**src/rtl/fmul_pkg.sv**
```systemverilog
//------------------------------------------------------------------------------
// Module   : fmul_pkg
// Purpose  : Shared types, build widths and helpers for the fmul pipeline.
// Revision : 1.0 - initial release
//------------------------------------------------------------------------------
`default_nettype none

package fmul_pkg;

    typedef enum logic {
        RND_TRUNC = 1'b0,
        RND_RNE   = 1'b1
    } rnd_mode_t;

    // Build widths; the stage payload structs below are sized from these.
    localparam int EXP_W_CFG = 4;
    localparam int MAN_W_CFG = 3;

    function automatic int bias_of(input int exp_w);
        return (1 << (exp_w - 1)) - 1;
    endfunction

    function automatic int exp_max_of(input int exp_w);
        return (1 << exp_w) - 1;
    endfunction

    typedef struct packed {
        logic                 sign;
        logic                 zero;
        rnd_mode_t            rnd;
        logic [EXP_W_CFG-1:0] exp_a;
        logic [EXP_W_CFG-1:0] exp_b;
        logic [MAN_W_CFG:0]   sig_a;
        logic [MAN_W_CFG:0]   sig_b;
    } s1_payload_t;

    typedef struct packed {
        logic                          sign;
        logic                          zero;
        rnd_mode_t                     rnd;
        logic signed [EXP_W_CFG+1:0]   exp_sum;
        logic [2*(MAN_W_CFG+1)-1:0]    prod;
    } s2_payload_t;

endpackage

`default_nettype wire

```
**src/rtl/fmul_pipe_if.sv**
```systemverilog
//------------------------------------------------------------------------------
// Module   : fmul_pipe_if
// Purpose  : Operand-in / result-out stream handshake bundle for fmul_pipe.
// Revision : 1.0 - initial release
//------------------------------------------------------------------------------
`default_nettype none

interface fmul_pipe_if
    import fmul_pkg::*;
#(
    parameter int EXP_W = EXP_W_CFG,
    parameter int MAN_W = MAN_W_CFG
);
    localparam int W = 1 + EXP_W + MAN_W;

    logic         in_valid;
    logic         in_ready;
    logic [W-1:0] in_a;
    logic [W-1:0] in_b;
    logic         in_rnd;
    logic         out_valid;
    logic         out_ready;
    logic [W-1:0] out_res;
    logic         out_ovf;
    logic         out_unf;

    // master: operand source plus result consumer
    modport master (
        output in_valid, in_a, in_b, in_rnd, out_ready,
        input  in_ready, out_valid, out_res, out_ovf, out_unf
    );

    modport slave (
        input  in_valid, in_a, in_b, in_rnd, out_ready,
        output in_ready, out_valid, out_res, out_ovf, out_unf
    );

endinterface

`default_nettype wire

```
**src/rtl/fmul_norm_round.sv**
```systemverilog
//------------------------------------------------------------------------------
// Module   : fmul_norm_round
// Purpose  : Combinational normalise, round, range-check and pack of a raw product.
// Revision : 1.0 - initial release
//------------------------------------------------------------------------------
`default_nettype none

module fmul_norm_round
    import fmul_pkg::*;
#(
    parameter int EXP_W = EXP_W_CFG,
    parameter int MAN_W = MAN_W_CFG
) (
    input  wire logic                       i_sign,
    input  wire logic                       i_zero,
    input  wire rnd_mode_t                  i_rnd,
    input  wire logic signed [EXP_W+1:0]    i_exp_sum,
    input  wire logic [2*(MAN_W+1)-1:0]     i_prod,
    output logic [EXP_W+MAN_W:0]            o_res,
    output logic                            o_ovf,
    output logic                            o_unf
);
    localparam int PW = 2 * (MAN_W + 1);
    localparam int EW = EXP_W + 2;
    localparam logic signed [EW-1:0] C_EXP_MAX = EW'(exp_max_of(EXP_W));
    localparam logic signed [EW-1:0] C_EXP_MIN = EW'(1);
    localparam logic [MAN_W:0]       C_HALF    = {1'b1, {MAN_W{1'b0}}};

    logic                 w_norm;
    logic [MAN_W-1:0]     w_man;
    logic [MAN_W:0]       w_rem;
    logic                 w_round_up;
    logic [MAN_W:0]       w_man_inc;
    logic signed [EW-1:0] w_exp_fin;

    // Product lies in [1,4); the MSB says whether it reached [2,4).
    assign w_norm = i_prod[PW-1];
    assign w_man  = w_norm ? i_prod[PW-2 -: MAN_W] : i_prod[PW-3 -: MAN_W];
    assign w_rem  = w_norm ? i_prod[MAN_W:0] : {i_prod[MAN_W-1:0], 1'b0};

    assign w_round_up = (i_rnd == RND_RNE) &&
                        ((w_rem > C_HALF) || ((w_rem == C_HALF) && w_man[0]));
    assign w_man_inc  = {1'b0, w_man} + (MAN_W+1)'(w_round_up);
    // A carry out leaves the low mantissa bits at zero, matching 1.0 x 2^(e+1).
    assign w_exp_fin  = i_exp_sum + EW'(w_norm) + EW'(w_man_inc[MAN_W]);

    always_comb begin
        o_res = {i_sign, w_exp_fin[EXP_W-1:0], w_man_inc[MAN_W-1:0]};
        o_ovf = 1'b0;
        o_unf = 1'b0;
        if (i_zero) begin
            o_res = {i_sign, {(EXP_W+MAN_W){1'b0}}};
        end else if (w_exp_fin > C_EXP_MAX) begin
            o_res = {i_sign, {(EXP_W+MAN_W){1'b1}}};
            o_ovf = 1'b1;
        end else if (w_exp_fin < C_EXP_MIN) begin
            o_res = {i_sign, {(EXP_W+MAN_W){1'b0}}};
            o_unf = 1'b1;
        end
    end

endmodule

`default_nettype wire

```
**src/rtl/fmul_pipe.sv**
```systemverilog
//------------------------------------------------------------------------------
// Module   : fmul_pipe
// Purpose  : 3-stage floating-point multiplier with valid/ready stream handshake.
// Revision : 1.0 - initial release
//------------------------------------------------------------------------------
`default_nettype none

module fmul_pipe
    import fmul_pkg::*;
#(
    parameter int EXP_W = EXP_W_CFG,
    parameter int MAN_W = MAN_W_CFG
) (
    input  wire logic  clk,
    input  wire logic  rst_n,
    fmul_pipe_if.slave bus
);
    localparam int W  = 1 + EXP_W + MAN_W;
    localparam int EW = EXP_W + 2;
    localparam int PW = 2 * (MAN_W + 1);
    localparam logic [EW-1:0] C_BIAS = EW'(bias_of(EXP_W));

    logic         w_en;
    s1_payload_t  w_s1_next;
    s1_payload_t  r_s1;
    logic         r_s1_valid;
    s2_payload_t  w_s2_next;
    s2_payload_t  r_s2;
    logic         r_s2_valid;
    logic         r_out_valid;
    logic [W-1:0] r_out_res;
    logic         r_out_ovf;
    logic         r_out_unf;
    logic [W-1:0] w_res;
    logic         w_ovf;
    logic         w_unf;

    // One global enable: the whole pipe advances only when the output slot frees.
    assign w_en         = !r_out_valid || bus.out_ready;
    assign bus.in_ready = w_en;

    always_comb begin
        w_s1_next.sign  = bus.in_a[W-1] ^ bus.in_b[W-1];
        w_s1_next.zero  = (bus.in_a[W-2 -: EXP_W] == '0) || (bus.in_b[W-2 -: EXP_W] == '0);
        w_s1_next.rnd   = rnd_mode_t'(bus.in_rnd);
        w_s1_next.exp_a = bus.in_a[W-2 -: EXP_W];
        w_s1_next.exp_b = bus.in_b[W-2 -: EXP_W];
        w_s1_next.sig_a = {1'b1, bus.in_a[MAN_W-1:0]};
        w_s1_next.sig_b = {1'b1, bus.in_b[MAN_W-1:0]};
    end

    always_comb begin
        w_s2_next.sign    = r_s1.sign;
        w_s2_next.zero    = r_s1.zero;
        w_s2_next.rnd     = r_s1.rnd;
        w_s2_next.exp_sum = EW'(r_s1.exp_a) + EW'(r_s1.exp_b) - C_BIAS;
        w_s2_next.prod    = PW'(r_s1.sig_a) * PW'(r_s1.sig_b);
    end

    fmul_norm_round #(
        .EXP_W (EXP_W),
        .MAN_W (MAN_W)
    ) u_norm_round (
        .i_sign    (r_s2.sign),
        .i_zero    (r_s2.zero),
        .i_rnd     (r_s2.rnd),
        .i_exp_sum (r_s2.exp_sum),
        .i_prod    (r_s2.prod),
        .o_res     (w_res),
        .o_ovf     (w_ovf),
        .o_unf     (w_unf)
    );

    always_ff @(posedge clk or negedge rst_n) begin
        if (!rst_n) begin
            r_s1_valid  <= 1'b0;
            r_s1        <= '0;
            r_s2_valid  <= 1'b0;
            r_s2        <= '0;
            r_out_valid <= 1'b0;
            r_out_res   <= '0;
            r_out_ovf   <= 1'b0;
            r_out_unf   <= 1'b0;
        end else if (w_en) begin
            r_s1_valid  <= bus.in_valid;
            r_s1        <= w_s1_next;
            r_s2_valid  <= r_s1_valid;
            r_s2        <= w_s2_next;
            r_out_valid <= r_s2_valid;
            r_out_res   <= w_res;
            r_out_ovf   <= w_ovf;
            r_out_unf   <= w_unf;
        end
    end

    assign bus.out_valid = r_out_valid;
    assign bus.out_res   = r_out_res;
    assign bus.out_ovf   = r_out_ovf;
    assign bus.out_unf   = r_out_unf;

endmodule

`default_nettype wire

```
**src/flat_wrapper.sv**
```systemverilog
// flat-port wrapper written by rule: the top's interface ports become plain ports
module fmul_pipe_flat import fmul_pkg::*;
#(
    parameter int EXP_W = EXP_W_CFG,
    parameter int MAN_W = MAN_W_CFG
)
  (clk, rst_n, bus_in_valid, bus_in_a, bus_in_b, bus_in_rnd, bus_out_ready, bus_in_ready, bus_out_valid, bus_out_res, bus_out_ovf, bus_out_unf);
  fmul_pipe_if #(.EXP_W(EXP_W), .MAN_W(MAN_W)) bus_i ();
  input  wire logic clk;
  input  wire logic rst_n;
  input wire logic [$bits(bus_i.in_valid)-1:0] bus_in_valid;
  input wire logic [$bits(bus_i.in_a)-1:0] bus_in_a;
  input wire logic [$bits(bus_i.in_b)-1:0] bus_in_b;
  input wire logic [$bits(bus_i.in_rnd)-1:0] bus_in_rnd;
  input wire logic [$bits(bus_i.out_ready)-1:0] bus_out_ready;
  output wire logic [$bits(bus_i.in_ready)-1:0] bus_in_ready;
  output wire logic [$bits(bus_i.out_valid)-1:0] bus_out_valid;
  output wire logic [$bits(bus_i.out_res)-1:0] bus_out_res;
  output wire logic [$bits(bus_i.out_ovf)-1:0] bus_out_ovf;
  output wire logic [$bits(bus_i.out_unf)-1:0] bus_out_unf;
  assign bus_i.in_valid = bus_in_valid;
  assign bus_i.in_a = bus_in_a;
  assign bus_i.in_b = bus_in_b;
  assign bus_i.in_rnd = bus_in_rnd;
  assign bus_i.out_ready = bus_out_ready;
  assign bus_in_ready = bus_i.in_ready;
  assign bus_out_valid = bus_i.out_valid;
  assign bus_out_res = bus_i.out_res;
  assign bus_out_ovf = bus_i.out_ovf;
  assign bus_out_unf = bus_i.out_unf;
  fmul_pipe #(.EXP_W(EXP_W), .MAN_W(MAN_W)) u_core (.clk(clk), .rst_n(rst_n), .bus(bus_i));
endmodule
```
**config.mk**
```make
export PLATFORM = sky130hd
export DESIGN_NAME = fmul_pipe_flat
export DESIGN_NICKNAME = d
export VERILOG_FILES = /design/src/rtl/fmul_pkg.sv /design/src/rtl/fmul_pipe_if.sv /design/src/rtl/fmul_norm_round.sv /design/src/rtl/fmul_pipe.sv /design/src/flat_wrapper.sv
export SDC_FILE = /design/constraint.sdc
export NUM_CORES = 1
export LEC_CHECK = 0
export CORE_ASPECT_RATIO = 2
export CORE_MARGIN = 10
export CORE_UTILIZATION = 40
export DETAILED_ROUTE_END_ITERATION = 7
export MAX_ROUTING_LAYER = met4
export PLACE_DENSITY = 0.71
export SLEW_MARGIN = 40
export SYNTH_ARGS = -nofsm -noshare
export SYNTH_HDL_FRONTEND = slang
export SYNTH_SLANG_ARGS = --single-unit
```
**constraint.sdc**
```tcl
create_clock -name clk -period 3.65 [get_ports clk]
set_clock_uncertainty 0.05 [all_clocks]
set_input_delay 0.73 -clock clk [delete_from_list [all_inputs] [get_ports clk]]
set_output_delay 0.73 -clock clk [all_outputs]
set_load 0.02 [all_outputs]
```
# Word level (Yosys, flattened, before mapping)

Index checks and enable logic that the tools add are counted.

Flip-flop bits (word level): 49
Output and inout port bits: 12

Add/sub/neg operators: 5
$mul: 1
Magnitude comparators: 3
Equality and inequality tests: 1
Multiplexer cells: 10
Bitwise operators: 1
Reduce and logical (&&, ||, !) cells: 8

Operators by type and width:

| kind                | number |
|---|---|
| $mux 7              | 3 |
| $add 6x1->6         | 2 |
| $logic_not 4->1     | 2 |
| $mul 4x4->8         | 1 |
| $gt 6x5->1 const B  | 1 |
| $lt 6x2->1 const B  | 1 |
| $sub 6x3->6 const B | 1 |
| $add 4x4->5         | 1 |
| $mux 1              | 5 |
| $add 3x1->4         | 1 |
| $eq 4x4->1 const B  | 1 |
| $gt 4x4->1 const B  | 1 |
| $mux 4              | 1 |
| $logic_or 1x1->1    | 3 |
| $mux 3              | 1 |
| $logic_and 1x1->1   | 2 |
| $logic_not 1->1     | 1 |
| $xor 1x1->1         | 1 |

# Logic depth before layout (Yosys ltp)

Depth in word-level cells: 11
Mapped depth: 13

# By module

Synthesis repeated with hierarchy kept, for this count alone.

Cell total of the unflattened synthesis: 319
Area, all modules: 2856.5 um^2

Modules (own cells, without submodules):

| module          | times used | cells each | area each (um^2) | seq. area each (um^2) |
|---|---|---|---|---|
| fmul_pipe       | 1          | 264        | 2438.6           | 1201.2 |
| fmul_norm_round | 1          | 55         | 417.9            | 0.0 |

# Worst setup path after synthesis

OpenSTA, ideal clock, no wires.

Path type: reg-to-reg
Start point: register u_core.r_s1[3] (netlist name)
End point: register u_core.r_s2[7] (netlist name)
Setup time: 0.069 ns
Data arrival time: 2.695 ns
Slack: 0.835 ns
Stages on the path, launching flop included: 10
Buffers on the path: 0
Cells stage by stage: dfrtp_1 -> nand2_1 -> fa_1 -> fa_1 -> inv_1 -> ha_1 -> a21o_1 -> a31o_2 -> a2111oi_0 -> nand3b_1

Longest elaborated chain between the ends: 1

Ends and longest elaborated chain:

| element                  | RTL line        | RTL |
|---|---|---|
| start: declaration       | fmul_pipe.sv:25 | `s1_payload_t r_s1;` |
| start signal: assignment | fmul_pipe.sv:86 | `r_s1 <= w_s1_next;` |
| $mul 4x4->8              | fmul_pipe.sv:57 | `w_s2_next.prod = PW'(r_s1.sig_a) * PW'(r_s1.sig_b);` |
| end signal: assignment   | fmul_pipe.sv:88 | `r_s2 <= w_s2_next;` |
| end: declaration         | fmul_pipe.sv:28 | `s2_payload_t r_s2;` |

No other way between the ends.
A chain may end at the register's enable or synchronous reset.

# Worst setup path in the final report

Ends and elaborated chain as after synthesis.

==> key figures <==
Outcome
  – Run status: complete, no violations

Clocking
  – Clock insertion delay at the later pin of the skew report: around 0.3 ns
  – Post-CTS Setup Bufs: 0
  – CTS resizes: 0
  – Number of buffers on the longest clock path: 2
  – Clock transition at path regs: around 0.07 ns
  – # hold bufs at CTS: 0
  – Clk Tree Root Cell: clkbuf_16
  – CTS H-Tree Depth: 2
  – CTS tree: built
  – Number of clock sinks: between 40 and 50
  – Inserted Clock Buffers: 5

Die
  – Placement Rows: 42
  – Die area: roughly 0.011 mm2
  – Die W: approximately 80 um
  – Total I/O pin count: 33
  – Core region area: 0.00667 mm2
  – Starting density of the core: 0.412
  – DIE HEIGHT: 137 um

Setup path
  – CP Data Arrival Time: 3.18 ns
  – Launch instance of the worst register-to-register path: u_core.r_s1[3]
  – Category of the critical setup timing path: flip-flop to flip-flop
  – Category of the worst setup path capture point: flip-flop
  – Endpoint of the worst register-to-register path: u_core.r_s2[7]
  – Launching element type of the critical path: flip-flop
  – CP Max Fanout: 8
  – Data required time at the worst endpoint: 3.82 ns
  – R2R Setup Slk: between 0.6 and 0.7 ns
  – Worst reg-to-reg path cell count: 9

STA
  – Fin Setup TNS: 0 ns
  – Final min period: between 3 and 4 ns
  – Worst relative slew slack: 0.603
  – Slew at the pin closest to its max-slew limit: a little under 0.6 ns
  – Setup violation total in the final timing report: 0
  – Final slew viol count: 0
  – Fmax achieved: about 330 MHz
  – Setup repair after global routing missed its margin: false
  – Ratio of final minimum period to clock period: 0.823
  – Fin. Hold Viols: 0
  – Hold WS: 0.392 ns

Route
  – Via density per instance: about 5.0
  – DRC Markers: 0
  – Wire length reported by the detailed router: between 5000 and 6000 um
  – Remaining number of nets flagged by the antenna check after routing: 0
  – Routed via count: 2,081
  – DRT iter0 DRCs: 130
  – First-pass DRT Iterations: 4
  – Average wire per standard cell: 13.0 um

Final layout
  – Antenna diode count: 0
  – Post-layout net count: around 380
  – Number of inserted filler cells in the final layout: just under 700
  – Share of cells above drive strength 1: 0.0545
  – Finished layout cell area: roughly 0.0033 mm2
  – Syn-to-layout area delta: 20.0%

Synth
  – Summed instance area of the synthesized netlist: roughly 0.0028 mm2
  – Share of the synthesized netlist area taken by xor and xnor gates: 0.0400
  – Flip-flop and latch count after synthesis: 48
  – Post-Synth Simple-Gate Area: 0.233
  – Largest family of logic cells by synthesized area: simple AND/OR/NAND/NOR gates
  – Number of synthesized flops with an enable pin: 0
  – Async S/R FF share, synth: 1.00
  – Syn. warnings: 0
  – Number of library cell types mapped by synthesis: 43
  – Compound-cell area share of the yosys netlist: 0.105
  – Nets in the synthesized netlist: between 300 and 400
  – Post-Synth Adder-Cell Area: 0.135
  – Gate count of the mapped netlist: 300
  – Synth Area per Inst: 9.17 um2
  – Mux share of post-synthesis cell area: 0.0123
  – Proportion of synthesized chip area in sequential cells: 0.437
  – Top_reg_cell synth: dfrtp_1

Global routing
  – Pin count of the biggest net entering global routing: 53
  – Wire length of the first global-routing pass: between 9000 and 10,000 um
  – Antenna violations before repair: 0
  – Number of global-route vias before repair: between 2,000 and 2,500
  – Total congestion overflow: 0
  – Global routing usage summed across all routing layers: 0.112

Place
  – Number of port buffers: 32
  – Area after detailed placement: ~0.0032 mm2
  – Half-perimeter wire length after placement: 4080 um
  – GPL Wtd Cong: 0.812

Power
  – Total power: 2620 uW
  – Cell leakage power: around 0.0016 uW
  – Maximum resistive drop on vdd: about 0.00043 V
  – P per Cell Area: between 700 and 800 mW/mm2

Job
  – Number of max-capacitance violations reported: 0

Min path
  – Class of the most critical hold timing path: input port to async pin
-- area by class of cell --
type | count | area [um2] | area share
Multi-Input combinational cell | 225 | 1450 | 0.440
Sequential cell | 48 | 1200 | 0.364
Timing Repair Buffer | 34 | 333 | 0.101
Clock buffer | 8 | 146 | 0.0444
Tap cell | 88 | 110 | 0.0334
Inverter | 15 | 56.3 | 0.0171
-- per-stage QoR --
stage          worst slack (ns)  instances  utilization
6_report                  0.647        418        0.494
5_1_grt                   0.514        418        0.494
4_1_cts                   0.631        418        0.494
3_5_place_dp              0.660        410        0.472
3_3_place_gp              0.743        410        0.472
2_1_floorplan             0.835        300            -
-- Yosys cell counts (all sizes together) (4+ instances only) --
master	number	share of area
nand3	5	0.0091
a21oi	10	0.018
buf	4	0.0064
o21ai	6	0.012
and3	4	0.0091
inv	14	0.019
nor2	13	0.018
xnor2	7	0.022
and2	9	0.020
fa	6	0.044
dfrtp	48	0.44
a21o	5	0.014
nand2	98	0.13
ha	20	0.091
clkbuf	8	0.011
-- where the power goes --
group / internal [uW] / switching [uW]
Combinational: 597 / 660
Sequential: 736 / 163
Clock: 273 / 187
-- per-layer routing --
| metal | vias to the layer above | track usage | wire length [um] |
|---|---|---|---|
| met4 | 0 | 0.0661 | 165 |
| met5 | - | - | 0 |
| li1 | 1055 | - | - |
| met3 | 15 | 0.0287 | 194 |
| met1 | 968 | 0.108 | 2190 |
| met2 | 43 | 0.196 | 2900 |
-- worst max-delay path, cell delays in order, from the launching register on --
cell,delay [ns]
dfrtp_1,0.47
nand2_1,0.12
fa_1,0.51
fa_1,0.51
inv_1,0.06
ha_1,0.29
a21o_1,0.17
a31o_2,0.25
a2111oi_0,0.35
nand3b_1,0.15
-- cells in the final DEF (no fill, tap or decap), drive strengths merged, types with 3 or more instances in the layout --
cell / instances
nor2: 13
mux2: 3
fa: 6
inv: 14
o31ai: 3
buf: 3
o21ai: 6
o311ai: 3
a21oi: 10
clkbuf: 8
and3: 4
clkdlybuf4s50: 31
nand3: 5
o211ai: 3
dfrtp: 48
a21o: 5
xnor2: 7
nand2: 98
xor2: 3
ha: 20
and2: 9
-- registers in the layout, indices dropped and copies added (netlist names) --
name and count:
u_core.r_s1 18, u_core.r_s2 17, u_core.bus.out_res 8, u_core.bus.out_ovf 1
u_core.bus.out_unf 1, u_core.bus.out_valid 1, u_core.r_s1_valid 1, u_core.r_s2_valid 1
-- worst max path at each step --
stage / start / to / slack, ns / cells after the start
after floorplan: u_core.r_s1[3] / u_core.r_s2[7] / 0.84 / 9
after global placement: u_core.r_s1[3] / u_core.r_s2[7] / 0.74 / 9
final: u_core.r_s1[3] / u_core.r_s2[7] / 0.65 / 9
after detailed placement: u_core.r_s1[3] / u_core.r_s2[7] / 0.66 / 9
after CTS: u_core.r_s1[3] / u_core.r_s2[7] / 0.63 / 9
after global routing: u_core.r_s1[3] / u_core.r_s2[7] / 0.51 / 9
-- cells by family after synthesis --
logic type                 count (synthesis)
xor gates and xnor gates                  11
AOI/OAI and AO/OA                         39
and+or+nand+nor                          146
muxes                                      3
DFF                                       48
buffers and inverters                     27
adders and majority gates                 26
No activity file was read; power rests on OpenSTA's default activity.
